`src/rtl/fetch_pkg.sv`:
```
// Shared types and helpers for the instruction-fetch aligner.
//   QDEPTH_HW : halfword queue depth
//   hw_t      : one 16-bit instruction parcel
//   is_compr  : 1 when a parcel starts a 16-bit (RVC) instruction
package fetch_pkg;

    localparam int unsigned QDEPTH_HW = 4;

    typedef logic [15:0] hw_t;

    function automatic logic is_compr(hw_t hw);
        return hw[1:0] != 2'b11;
    endfunction

endpackage

```
`src/rtl/PCAdder.sv`:
```
// Next-PC adder for the fetch stage.
//   pc      : PC of the current instruction
//   compr   : 1 when the instruction is 16-bit
//   pc_next : pc + 2 (compressed) or pc + 4
module PCAdder (
    input  logic [31:0] pc,
    input  logic        compr,
    output logic [31:0] pc_next
);

    assign pc_next = pc + (compr ? 32'd2 : 32'd4);

endmodule

```
`src/rtl/fetch_aligner.sv`:
```
// Instruction-fetch sequencer: owns the PC, issues word-aligned fetches and
// realigns returned halfwords into one 16- or 32-bit instruction per handshake.
//   clk, rst_n          : clock, asynchronous active-low reset
//   imem_req_*          : fetch request (valid/ready, word-aligned address)
//   imem_rsp_*          : fetch response pulse and data (no back-pressure)
//   redirect_valid/pc   : one-cycle control-flow redirect, flushes everything
//   out_valid/ready     : instruction handshake towards decode
//   out_inst/pc/compr   : instruction, its PC, and 16-bit flag
//   out_pc_next         : PC of the sequentially following instruction
module fetch_aligner
    import fetch_pkg::*;
#(
    parameter logic [31:0] RESET_PC = 32'h0000_0000
) (
    input  logic        clk,
    input  logic        rst_n,
    output logic        imem_req_valid,
    output logic [31:0] imem_req_addr,
    input  logic        imem_req_ready,
    input  logic        imem_rsp_valid,
    input  logic [31:0] imem_rsp_data,
    input  logic        redirect_valid,
    input  logic [31:0] redirect_pc,
    output logic        out_valid,
    input  logic        out_ready,
    output logic [31:0] out_inst,
    output logic [31:0] out_pc,
    output logic        out_compr,
    output logic [31:0] out_pc_next
);

    // Halfword queue, head at index 0; shifts down on dequeue.
    hw_t         q_q [QDEPTH_HW];
    hw_t         q_d [QDEPTH_HW];
    logic [2:0]  cnt_q, cnt_d;
    logic [31:0] pc_q, pc_d;
    logic [31:0] fetch_addr_q, fetch_addr_d;
    logic        outstanding_q, outstanding_d;
    logic        drop_q, drop_d;
    logic        skip_low_q, skip_low_d;
    logic        run_q;

    logic        head_compr;
    logic        out_fire;
    logic        req_fire;
    logic        rsp_take;
    logic        enq;
    logic [2:0]  n_out;
    logic [2:0]  n_in;
    logic [2:0]  base;
    hw_t         first_hw;

    assign head_compr = is_compr(q_q[0]);

    // Outputs depend only on registered state and redirect_valid.
    always_comb begin
        out_valid = !redirect_valid &&
                    ((cnt_q >= 3'd1 && head_compr) || cnt_q >= 3'd2);
        out_compr = out_valid && head_compr;
        out_inst  = '0;
        if (out_valid) begin
            out_inst = head_compr ? {16'h0000, q_q[0]} : {q_q[1], q_q[0]};
        end
        out_pc = pc_q;

        // Only request when a whole word is guaranteed to fit.
        imem_req_valid = run_q && !outstanding_q && (cnt_q <= 3'd2) && !redirect_valid;
        imem_req_addr  = fetch_addr_q;
    end

    PCAdder u_pc_adder (
        .pc      (out_pc),
        .compr   (out_compr),
        .pc_next (out_pc_next)
    );

    always_comb begin
        out_fire = out_valid && out_ready;
        req_fire = imem_req_valid && imem_req_ready;
        // A response with nothing outstanding (e.g. issued before a reset) is ignored.
        rsp_take = imem_rsp_valid && outstanding_q;
        enq      = rsp_take && !drop_q && !redirect_valid;

        n_out = 3'd0;
        if (out_fire) begin
            n_out = head_compr ? 3'd1 : 3'd2;
        end
        n_in = 3'd0;
        if (enq) begin
            n_in = skip_low_q ? 3'd1 : 3'd2;
        end
        base     = cnt_q - n_out;
        first_hw = skip_low_q ? imem_rsp_data[31:16] : imem_rsp_data[15:0];

        q_d = q_q;
        unique case (n_out)
            3'd1: begin
                q_d[0] = q_q[1];
                q_d[1] = q_q[2];
                q_d[2] = q_q[3];
            end
            3'd2: begin
                q_d[0] = q_q[2];
                q_d[1] = q_q[3];
            end
            default: ;
        endcase

        // Slot reservation keeps base <= 2 whenever data is enqueued.
        if (enq) begin
            q_d[base[1:0]] = first_hw;
            if (n_in == 3'd2) begin
                q_d[base[1:0] + 2'd1] = imem_rsp_data[31:16];
            end
        end

        cnt_d         = cnt_q - n_out + n_in;
        pc_d          = out_fire ? out_pc_next : pc_q;
        fetch_addr_d  = req_fire ? fetch_addr_q + 32'd4 : fetch_addr_q;
        outstanding_d = outstanding_q;
        drop_d        = drop_q;
        skip_low_d    = skip_low_q;

        if (req_fire) begin
            outstanding_d = 1'b1;
        end
        if (rsp_take) begin
            outstanding_d = 1'b0;
            if (drop_q) begin
                drop_d = 1'b0;
            end else begin
                skip_low_d = 1'b0;
            end
        end

        // Redirect overrides everything else this cycle.
        if (redirect_valid) begin
            cnt_d        = 3'd0;
            pc_d         = redirect_pc & ~32'h1;
            fetch_addr_d = redirect_pc & ~32'h3;
            skip_low_d   = redirect_pc[1];
            // The in-flight word belongs to the old path; squash it when it lands.
            drop_d       = outstanding_q && !imem_rsp_valid;
        end
    end

    always_ff @(posedge clk or negedge rst_n) begin
        if (!rst_n) begin
            q_q           <= '{default: '0};
            cnt_q         <= 3'd0;
            pc_q          <= RESET_PC & ~32'h1;
            fetch_addr_q  <= RESET_PC & ~32'h3;
            outstanding_q <= 1'b0;
            drop_q        <= 1'b0;
            skip_low_q    <= RESET_PC[1];
            run_q         <= 1'b0;
        end else begin
            q_q           <= q_d;
            cnt_q         <= cnt_d;
            pc_q          <= pc_d;
            fetch_addr_q  <= fetch_addr_d;
            outstanding_q <= outstanding_d;
            drop_q        <= drop_d;
            skip_low_q    <= skip_low_d;
            run_q         <= 1'b1;
        end
    end

endmodule

```
`config.mk`:
```
export PLATFORM = sky130hd
export DESIGN_NAME = fetch_aligner
export DESIGN_NICKNAME = d
export VERILOG_FILES = /design/src/rtl/fetch_pkg.sv /design/src/rtl/PCAdder.sv /design/src/rtl/fetch_aligner.sv
export SDC_FILE = /design/constraint.sdc
export NUM_CORES = 1
export LEC_CHECK = 0
export BUFFER_PORTS_ARGS = -buffer_cell sky130_fd_sc_hd__buf_2
export CAP_MARGIN = 20
export CORE_ASPECT_RATIO = 1.1
export CORE_MARGIN = 5
export CORE_UTILIZATION = 30
export CTS_CLUSTER_DIAMETER = 80
export DETAILED_ROUTE_END_ITERATION = 10
export SYNTH_ARGS = -nofsm -noshare
export SYNTH_HDL_FRONTEND = slang
export SYNTH_HIERARCHICAL = 1
export SYNTH_SLANG_ARGS = --single-unit
```
`constraint.sdc`:
```
create_clock -name clk -period 6.6 [get_ports clk]
set_input_delay 0.33 -clock clk [delete_from_list [all_inputs] [get_ports clk]]
set_output_delay 0.33 -clock clk [all_outputs]
set_load 0.01 [all_outputs]
```
==> flow_metrics.py <==
metrics = {
    "global_routing": {
        "grt_pass1_vias": 8288,
        "antenna_found_initial": 1,
        "grt_pass1_wl_um": 48300,
        "grt_usage_pct": 19.0,
        "grt_overflow": 0,
        "grt_max_degree": 79,
    },
    "timing": {
        "final-setup-viol-count": 0,
        "holdWs_ns": 0.124,
        "worst_pin_slew_ns": 1.18,
        "slew_headroom_pct": 21.1,
        "period_needed_ns": 5.09,
        "finClkSkew_ns": 0.0118,
        "max_freq_ghz": 0.197,
        "finalSetupTns_ns": 0,
        "rsz0062_at_grt": "false",
        "finalCritPeriodShare_pct": 77.1,
        "finalHoldViolCount": 0,
        "final-max-slew-violation-count": 0,
    },
    "worst_setup_path": {
        "reg2reg_from": "cnt_q[0]",
        "r2r_cells": 12,
        "worst_setup_path_start_kind": "flip-flop",
        "critPathCaptureType": "output port",
        "cp_max_fo": 11,
        "arrival_ns": 4.76,
        "required_ns": 6.27,
        "rr_endpoint": "out_pc[17]",
        "worstSetupPathType": "reg -> out",
        "reg2reg_slack_ns": 2.09,
    },
    "detailed_routing": {
        "vias": 8472,
        "dr.pass1.iters": 5,
        "drc": 0,
        "antenna_left": 0,
        "wire_per_inst_um": 21.0,
        "wirelength_um": 31200,
        "vias_per_cell": 5.70,
        "drt_iter0_drc": 787,
    },
    "floorplan": {
        "die_h_um": 187,
        "start_util_pct": 30.5,
        "coreArea_um2": 27900,
        "dieArea_um2": 31900,
        "pin_count": 201,
        "fp.dieW_um": 171,
        "core.rowCount": 64,
    },
    "logic_synthesis": {
        "syn-mean-instance-area_um2": 9.03,
        "ys_ff_latch": 133,
        "synthDistinctLibCells": 60,
        "synth_cells": 945,
        "ys_warn_count": 6,
        "syn_area_um2": 8540,
        "yosysSeqAreaShare_pct": 39.0,
        "synth_edf_count": 0,
        "synth-main-ff-cell": "dfrtp_1",
        "synth-async-reset-ratio_pct": 100,
    },
    "clock_tree": {
        "cts_tree": "done",
        "clk_pin_slew_worst_paths_ns": 0.06,
        "postCtsSetupRepairBufs": 0,
        "cts.sinks": 133,
        "ctsResizeCount": 0,
        "root_buffer": "clkbuf_16",
        "ctsHoldBuffers": 1,
        "clockBufferDepth": 2,
        "clock_latency_ns": 0.42,
        "cts-buffers-inserted": 17,
        "h-tree-depth": 4,
    },
    "placed_design": {
        "portBuffers": 197,
        "place.gp.congestion": 0.814,
        "hpwl_um": 20600,
        "placed_cell_area_um2": 9830,
    },
    "final_layout": {
        "antennaDiodeCount": 0,
        "post-route-cell-area_um2": 10500,
        "area_growth_pct": 22.6,
        "drive_above_1_share_pct": 29.9,
        "nNetsFinal": 1190,
    },
    "hold_path": {
        "whs_path_depth": 2,
        "whs_endpoint": "outstanding_q",
        "min_path_type": "in -> reg",
        "holdCritStartpoint": "imem_rsp_valid",
    },
    "outcome": {
        "status": "finished clean",
    },
    "job": {
        "cap_viol_max_count": 0,
    },
    "pwr": {
        "power_density_nw_per_um2": 276,
        "leakage_uw": 0.00460,
        "peakVddDrop_mv": 0.117,
    },
}
area by class of cell:
class	instances	area, um2
Sequential cell	133	3330
Fill cell	2874	17500
Tap cell	363	454
Inverter	13	48.8
Clock inverter	11	178
Multi-Input combinational cell	730	4860
Clock buffer	19	443
Timing Repair Buffer	218	1150
cell usage after synthesis (4+ instances only):
cell type  count  area share, %
xor2_1        18            1.8
nor2_1        44            1.9
inv_1         12           0.53
a22oi_1       30            2.6
o211ai_1      17            1.5
o22ai_1       77            5.6
buf_1          4           0.18
nand4_1       17            1.2
mux2_2        61            8.0
o21ai_0       59            3.5
a31oi_1        9           0.66
nand2_1       96            4.2
a21oi_1       30            1.8
mux2i_1       43            5.0
o311ai_0       8           0.82
buf_2         20            1.2
and3_1         4           0.29
nand2b_1       5           0.37
dfrtp_1      133             39
clkbuf_1      38            1.7
nand3_1       54            3.2
xnor2_1       18            1.8
nor3_1        42            2.5
ha_1           4           0.59
buf_4          6           0.53
and2_1        36            2.6
or3_1          7           0.51
metrics by stage:
stage	std cells	setup slack (ns)	util (%)	power, uW
after floorplan	946	3.21	-	1560
after global placement	1456	2.08	35.2	1850
after detailed placement	1456	1.92	35.2	1860
after CTS	1487	1.44	37.4	2910
after global routing	1487	1.28	37.4	3040
final	1487	1.51	37.4	2890
routing by layer:
layer | routed length (um) | GRT usage [%] | share of wire [%] | vias up
li1 | - | - | - | 3851
met1 | 13200 | 25.5 | 42 | 4133
met2 | 14900 | 31.1 | 48 | 424
met3 | 2460 | 3.80 | 7.9 | 62
met4 | 614 | 5.55 | 2.0 | 2
met5 | 13 | 0 | 0.042 | -
cell families (layout without fill, tap and decap cells):
| group | Yosys count | after routing | share of synthesized area [%] |
|---|---|---|---|
| compound gates | 246 | 246 | 18.1 |
| xor+xnor | 36 | 36 | 3.69 |
| fa+ha+maj | 7 | 7 | 1.29 |
| buf+inv | 83 | 261 | 4.31 |
| flops | 133 | 133 | 39.0 |
| mux | 104 | 104 | 13.1 |
| other cells | 2 | 3 | 0.0880 |
| simple gates | 334 | 334 | 20.5 |
worst max-delay path, cell delays in order, from the launching register on:
cell and delay [ns]:
dfrtp_1 0.38, a21bo_2 0.27, a21oi_1 0.93, buf_4 0.30, and2_1 0.17, ha_1 0.20
fa_1 0.28, nand4_1 0.31, nor4_1 0.90, nand3_1 0.22, xnor2_1 0.22, buf_2 0.16
power breakdown:
part	total (uW)	switching (uW)	leakage, uW	internal [uW]
Sequential	1070	124	0.00169	947
Clock	1030	390	0.000292	642
Combinational	786	452	0.00262	334
Total	2890	966	0.00460	1920
worst max path at each step:
stage | start | endpoint | slack [ns]
after CTS | cnt_q[0] | out_pc_next[17] | 1.44
after detailed placement | cnt_q[0] | out_pc_next[17] | 1.92
after floorplan | redirect_valid | q_q[22] | 3.21
final | cnt_q[0] | out_pc_next[17] | 1.51
after global routing | cnt_q[0] | out_pc_next[21] | 1.28
after global placement | cnt_q[0] | out_pc_next[21] | 2.08
registers in the layout (all words and copies together), names as in the netlist:
register	flops
cnt_q	3
drop_q	1
imem_req_addr	30
out_pc	32
outstanding_q	1
q_q	64
run_q	1
skip_low_q	1
placed cells by master (no fill, tap or decap), types with 41 or more instances in the layout:
cell | netlist | final
nor2_1 | 44 | 44
o21ai_0 | 59 | 59
nand3_1 | 54 | 54
mux2i_1 | 43 | 43
dfrtp_1 | 133 | 133
buf_2 | 20 | 196
o22ai_1 | 77 | 77
nand2_1 | 96 | 96
mux2_2 | 61 | 61
nor3_1 | 42 | 41
No activity file was read; power rests on OpenSTA's default activity.
